===== config.mk =====
export PLATFORM = sky130hd
export DESIGN_NAME = alu_issue_unit
export DESIGN_NICKNAME = d
export VERILOG_FILES = /design/src/rtl/alu_issue_unit.sv
export SDC_FILE = /design/constraint.sdc
export NUM_CORES = 2
export LEC_CHECK = 0
export BUFFER_PORTS_ARGS = -buffer_cell sky130_fd_sc_hd__buf_4
export CORE_MARGIN = 2
export CORE_UTILIZATION = 40
export CTS_CLUSTER_DIAMETER = 80
export CTS_CLUSTER_SIZE = 25
export DETAILED_ROUTE_END_ITERATION = 10
export GPL_TIMING_DRIVEN = 0
export HOLD_SLACK_MARGIN = 0.05
export PLACE_DENSITY_LB_ADDON = 0.3
export SYNTH_ARGS = -nofsm -noshare
export SYNTH_HDL_FRONTEND = slang
export SYNTH_SLANG_ARGS = --single-unit

===== constraint.sdc =====
create_clock -name clk -period 6.1 [get_ports clk]
set_clock_uncertainty 0.05 [all_clocks]
set_input_delay 0.305 -clock clk [delete_from_list [all_inputs] [get_ports clk]]
set_output_delay 0.305 -clock clk [all_outputs]
set_load 0.01 [all_outputs]

===== src/rtl/alu_issue_unit.sv =====
// Issue/writeback controller for an external combinational ALU.
// Runs one MIPS R-type instruction at a time through IDLE -> READ -> EXEC -> WB.
module alu_issue_unit #(
   parameter int word_size     = 32,
   parameter int op_size       = 3,
   parameter int reg_addr_size = 5
) (
   input  logic                     clk,
   input  logic                     rst,
   input  logic                     instr_valid,
   input  logic [word_size-1:0]     instr,
   output logic                     instr_ready,
   output logic [word_size-1:0]     alu_data_1,
   output logic [word_size-1:0]     alu_data_2,
   output logic [op_size-1:0]       alu_sel,
   input  logic [word_size-1:0]     alu_out,
   input  logic                     alu_zero_flag,
   output logic                     done,
   output logic                     illegal,
   output logic [word_size-1:0]     result,
   output logic                     zero,
   input  logic [reg_addr_size-1:0] dbg_addr,
   output logic [word_size-1:0]     dbg_data
);

   localparam int num_regs = 2 ** reg_addr_size;

   typedef enum logic [1:0] {
      IDLE = 2'd0,
      READ = 2'd1,
      EXEC = 2'd2,
      WB   = 2'd3
   } state_t;

   state_t state_reg, state_next;

   logic [reg_addr_size-1:0] rs_reg, rt_reg, rd_reg;
   logic [5:0]               funct_reg, opcode_reg;
   logic                     illegal_reg;
   logic [word_size-1:0]     alu_data_1_reg, alu_data_2_reg;
   logic [op_size-1:0]       alu_sel_reg;
   logic [word_size-1:0]     result_reg;
   logic                     zero_reg;
   logic [word_size-1:0]     regs [num_regs];

   logic [op_size-1:0]       sel_dec;
   logic                     illegal_dec;

   // shamt is not used by any supported operation
   logic unused_shamt;
   assign unused_shamt = ^instr[10:6];

   always_ff @(posedge clk) begin
      if (rst) begin
         state_reg <= IDLE;
      end else begin
         state_reg <= state_next;
      end
   end

   always_comb begin
      state_next  = state_reg;
      instr_ready = 1'b0;
      done        = 1'b0;
      illegal     = 1'b0;
      case (state_reg)
         IDLE: begin
            instr_ready = 1'b1;
            if (instr_valid) begin
               state_next = READ;
            end
         end
         READ: state_next = EXEC;
         EXEC: state_next = WB;
         WB: begin
            done       = 1'b1;
            illegal    = illegal_reg;
            state_next = IDLE;
         end
         default: state_next = IDLE;
      endcase
   end

   always_comb begin
      sel_dec     = '0;
      illegal_dec = 1'b0;
      case (funct_reg)
         6'h20:   sel_dec = op_size'(0);
         6'h22:   sel_dec = op_size'(1);
         6'h24:   sel_dec = op_size'(2);
         6'h25:   sel_dec = op_size'(3);
         6'h26:   sel_dec = op_size'(4);
         6'h27:   sel_dec = op_size'(5);
         6'h2A:   sel_dec = op_size'(6);
         default: illegal_dec = 1'b1;
      endcase
      if (opcode_reg != 6'd0) begin
         illegal_dec = 1'b1;
      end
      if (illegal_dec) begin
         sel_dec = '0;
      end
   end

   // Entry 0 is never written, so reading regs[0] always yields zero.
   always_ff @(posedge clk) begin
      if (rst) begin
         rs_reg         <= '0;
         rt_reg         <= '0;
         rd_reg         <= '0;
         funct_reg      <= '0;
         opcode_reg     <= '0;
         illegal_reg    <= 1'b0;
         alu_data_1_reg <= '0;
         alu_data_2_reg <= '0;
         alu_sel_reg    <= '0;
         result_reg     <= '0;
         zero_reg       <= 1'b0;
         for (int i = 0; i < num_regs; i++) begin
            regs[i] <= '0;
         end
      end else begin
         if (state_reg == IDLE && instr_valid) begin
            opcode_reg <= instr[31:26];
            rs_reg     <= instr[25:21];
            rt_reg     <= instr[20:16];
            rd_reg     <= instr[15:11];
            funct_reg  <= instr[5:0];
         end
         if (state_reg == READ) begin
            alu_data_1_reg <= regs[rs_reg];
            alu_data_2_reg <= regs[rt_reg];
            alu_sel_reg    <= sel_dec;
            illegal_reg    <= illegal_dec;
         end
         if (state_reg == WB) begin
            result_reg <= alu_out;
            zero_reg   <= alu_zero_flag;
            if (!illegal_reg && rd_reg != '0) begin
               regs[rd_reg] <= alu_out;
            end
         end
      end
   end

   assign alu_data_1 = alu_data_1_reg;
   assign alu_data_2 = alu_data_2_reg;
   assign alu_sel    = alu_sel_reg;
   assign result     = result_reg;
   assign zero       = zero_reg;
   assign dbg_data   = (dbg_addr == '0) ? '0 : regs[dbg_addr];

endmodule

Yosys cells after proc, flatten, opt, wreduce, memory -nomap -nowiden
Memory sizes are Yosys's and may differ from the RTL's. A register that Yosys moved wholly into a read port is not among the register bits.
Cells that the tools add are included.
- bits in writable memories: 1024
- logic and storage cells: 50
- memories kept: 1
- output and inout bits: 135
- register bits: 66
- input port bits: 73
- equal/unequal tests: 11
- multiplexer cells: 19
- reductions and logical operators: 9
- memories (memory ; depth ; bits a word ; read ports ; clocked after memory_dff ; wr ports ; RTL line ; RTL):
    regs ; 32 ; 32 ; 3 ; 2 ; 32 ; 44 ; logic [word_size-1:0] regs [num_regs];
- operators by type and width (kind ; count):
    two-way mux 32 bit ; 2
    equality test 6 bit (second input constant) ; 7
    OR reduction 32 bit ; 1
    case mux 3 bit (6 select lines) ; 1
    two-way mux 1 bit ; 12
    case mux 2 bit (4 select lines) ; 1
    OR reduction 7 bit ; 1
    nonzero test 6 bit ; 1
    logical NOT 5 bit ; 1
    two-way mux 5 bit ; 1
    nonzero test 5 bit ; 1
    equality test 2 bit (second input constant) ; 2
    two-way mux 3 bit ; 1
    equality test 2 x 1 -> 1 bit (second input constant) ; 1
    logical AND 1 bit ; 2
    logical NOT 2 bit ; 1
    two-way mux 2 bit ; 1
    inequality test 2 bit (second input constant) ; 1
    logical NOT 1 bit ; 1

Longest topological paths before layout
- depth in word-level cells: 8
- depth in mapped cells: 8

Least setup slack after synthesis
No wires, ideal clock.
- path kind: flip-flop to flip-flop
- start: register state_reg[0]
- end: memory regs[16][0], enable pin
- cell stages (with the launch flop): 8
- arrival time: 2.209 ns
- slack: 3.467 ns
- clock period less this slack: 2.633 ns
- path buffers: 1
- path through: dfxtp_1 ha_1 buf_2 nor4b_1 nor2b_1 nand2_1 nor3_1 or2_2
- RTL lines (element ; RTL line ; RTL):
    from (decl) ; 35 ; state_t state_reg, state_next;
    from (signal assigned) ; 57 ; state_reg <= state_next;
    to (decl) ; 44 ;

Worst setup path after layout
- start: input port dbg_addr[1]
- end: output port dbg_data[22]
- word-level cells in the longest chain between the ends: 2
- elaborated cells between the ends (all ways): 3
- RTL lines (element ; RTL line ; RTL):
    from (decl) ; 22 ; input logic [reg_addr_size-1:0] dbg_addr,
    memory (32 x 32 bit) / logical NOT 5 bit (equally long branches) ; - ;
    two-way mux 32 bit (*) ; 151 ; assign dbg_data = (dbg_addr == '0) ? '0 : regs[dbg_addr];
    to (decl) ; 23 ; output logic [word_size-1:0] dbg_data
Mark *: on every way between the ends. The rest lies on a longest branch, timed or not.

==> flow_metrics.py <==
metrics = {
    "status": {
        "status": "complete, but fails checks",
        "violations": "max-capacitance violations, max-slew violations",
    },
    "placement": {
        "dpl.hpwl_mm": 244,
        "io_buffers": 199,
        "post-place-cells": 7870,
        "gp_congestion": 1.04,
    },
    "synth": {
        "syn_inst": 5402,
        "yosysWarnings": 0,
        "syn_area_sq_um": 68400,
        "synth_top_area_cell": "edfxtp_1",
        "async_flop_share_pct": 0,
        "synth_top_family_by_area": "multiplexers",
        "ys_top_cells_by_area": "edfxtp_1, mux2i_1, mux4_2",
        "syn_area_per_cell_sq_um": 12.7,
        "synth_seq_cells": 1154,
        "ys_seq_area_share_pct": 48.8,
        "synth-compound-area-share_pct": 9.17,
        "synth_ff_type": "edfxtp_1",
        "synth_xor_area_share_pct": 0,
        "synth-adder-area-share_pct": 0.0732,
        "synth-edff-count": 1024,
        "synthDistinctLibCells": 38,
        "muxShareOfSynthArea_pct": 26.0,
        "synthSimpleGateAreaFrac_pct": 11.7,
        "synth_top_area_share_pct": 45.0,
    },
    "drt": {
        "via_per_inst": 7.00,
        "dr.pass1.iters": 9,
        "drt_iter0_drc": 11000,
        "vias": 56800,
        "wl_per_cell_um": 44.4,
        "drt_wl_total_mm": 361,
        "drc": 0,
        "drt.antenna.violating_nets": 0,
    },
    "clock_network": {
        "clockBufferDepth": 3,
        "cts_sinks": 1154,
        "numCtsBuffers": 81,
        "cts_tree": "done",
        "cts_setup_buffers": 0,
        "cts-root-buf": "clkbuf_16",
        "clk_pin_slew_worst_paths_ns": 0.10,
        "htreeDepth": 3,
        "clk_latency_ns": 0.81,
        "ctsResizeCount": 0,
    },
    "worst_hold_path": {
        "hold_path_end": "result[19]",
        "hp-class": "input port to register",
        "hold-path-cell-count": 4,
        "hold_start": "alu_out[19]",
    },
    "power": {
        "power_leakage_nw": 26.0,
        "ir_worst_vdd_uv": 231,
        "pwr_density_cell_nw_per_um2": 321,
    },
    "global_route": {
        "grt-ovfl-total": 0,
        "grt_pass1_vias": 53000,
        "grt_usage_pct": 40.2,
        "antenna_found_initial": 21,
        "grt_pass1_wl_mm": 468,
        "grt_max_degree": 33,
    },
    "cells_and_area": {
        "finalNonFillerCells": 8116,
        "largest_register_ffs": 1024,
        "drive_above_1_share_pct": 16.4,
        "final_nets": 5882,
        "syn_to_final_growth_pct": 12.6,
        "top_register": "regs",
    },
    "setup_path": {
        "critPathKind": "input port to output pin",
        "r2r-start": "state_reg[0]",
        "critPathCaptureType": "output pin",
        "crit_path_start": "dbg_addr[1]",
        "worstRegToRegCells": 7,
        "r2r-end": "regs[10][9]",
        "arrival_ns": 4.53,
        "rrSetupSlack_ns": 1.33,
        "worst_ep_required_time_ns": 5.74,
        "worstPathMaxFanout": 10,
        "critPathLaunchType": "input port",
    },
    "sta": {
        "setup_viol": 0,
        "rsz0062_at_grt": "false",
        "fin_crit_sh_pct": 80.1,
        "max_clock_freq_mhz": 205,
        "period_needed_ns": 4.89,
        "setup_tns_ns": 0,
        "slew_violations": 357,
        "max-slew-margin-rel_pct": -13.0,
        "tightest_slew_ns": 1.70,
        "finalHoldViolCount": 0,
    },
    "floorplan": {
        "initial_utilization_pct": 40.3,
        "pin_count": 208,
        "die_area_sq_um": 174000,
        "core_sq_um": 170000,
        "rows": 151,
        "dieWidth_um": 418,
        "die_h_um": 418,
    },
    "flow_run": {
        "max_cap_viol_count": 36,
    },
}
## cell usage after synthesis (all sizes together), types with 2 or more instances
| library cell | number |
|---|---|
| a22oi | 512 |
| buf | 179 |
| dfxtp | 130 |
| nand3b | 2 |
| nand3 | 2 |
| mux2i | 1058 |
| mux4 | 320 |
| nor2b | 8 |
| or2 | 34 |
| nand2 | 96 |
| nor3 | 12 |
| a211oi | 65 |
| o21ai | 33 |
| inv | 37 |
| nor2 | 128 |
| clkbuf | 389 |
| and2 | 996 |
| nor4b | 2 |
| ha | 4 |
| edfxtp | 1024 |
| a21oi | 287 |
| or4 | 64 |
| nand2b | 12 |
## worst max path at each step
stage / to / slack (ns) / cells after the start
after floorplan: regs[16][0] / 3.47 / 7
after global placement: dbg_data[23] / 1.10 / 6
after detailed placement: regs[10][18] / 1.59 / 7
after CTS: regs[10][9] / 1.56 / 7
after global routing: regs[10][8] / 1.40 / 7
final: dbg_data[22] / 1.21 / 8
## report_power, final
group / internal [mW] / switching [mW]
Sequential: 9.07 / 0.384
Combinational: 2.76 / 6.10
Clock: 2.82 / 3.59
## worst max-delay path, cell delays in order
cell      delay (ns)
clkbuf_1        0.44
clkbuf_1        0.94
buf_1           1.22
mux4_2          0.44
mux4_2          0.48
nand2_1         0.23
o21ai_1         0.21
buf_4           0.24
## logic make-up after synthesis
kind of cell    after synthesis
simple gates               1359
buf+inv                     605
flops                      1154
mux                        1378
other cells                   1
compound gates              901
fa+ha+maj                     4
## cell type report
cell class                      instances  area (sq um)
Clock buffer                           91          2170
Buffer                                568          2810
Clock inverter                         61           767
Timing Repair Buffer                  289          2620
Inverter                               37           139
Tap cell                             2218          2780
Sequential cell                      1154         33400
Antenna cell                           24          60.1
Fill cell                           15500         92600
Multi-Input combinational cell       3674         32300
## cells in the final DEF, fill, tap and decap left out, types with 64 or more instances in the layout
cell,instances
nor2_1,127
clkbuf_1,363
dfxtp_1,130
a21oi_1,287
dlygate4sd3_1,68
mux4_2,320
a22oi_1,512
mux2i_1,1058
buf_4,262
nand2_1,96
clkbuf_16,85
or4_1,64
edfxtp_1,1024
and2_1,996
## what timing repair did
action,4_1_cts,5_1_grt
endpoints found under the setup margin,0,0
hold endpoints to repair,94,0
hold buffers,68,0
## metrics by stage
stage	util (%)	setup WS, ns	hold WS, ns	area, sq um	total power [mW]
after floorplan	-	3.47	0.386	68500	13.9
after global placement	42.9	1.10	0.397	72800	17.8
after detailed placement	43.2	1.59	0.403	73300	17.9
after CTS	45.3	1.56	0.254	76900	24.1
after global routing	45.4	1.40	0.290	77000	24.8
final	45.4	1.21	0.280	77000	24.7
## layer usage
layer	global-route usage, %	part of all wire [%]
met5	0.111	0.043
met4	32.7	9.9
met3	17.5	16
met2	54.9	40
met1	48.9	34
Power figures use the tool's default switching activity.
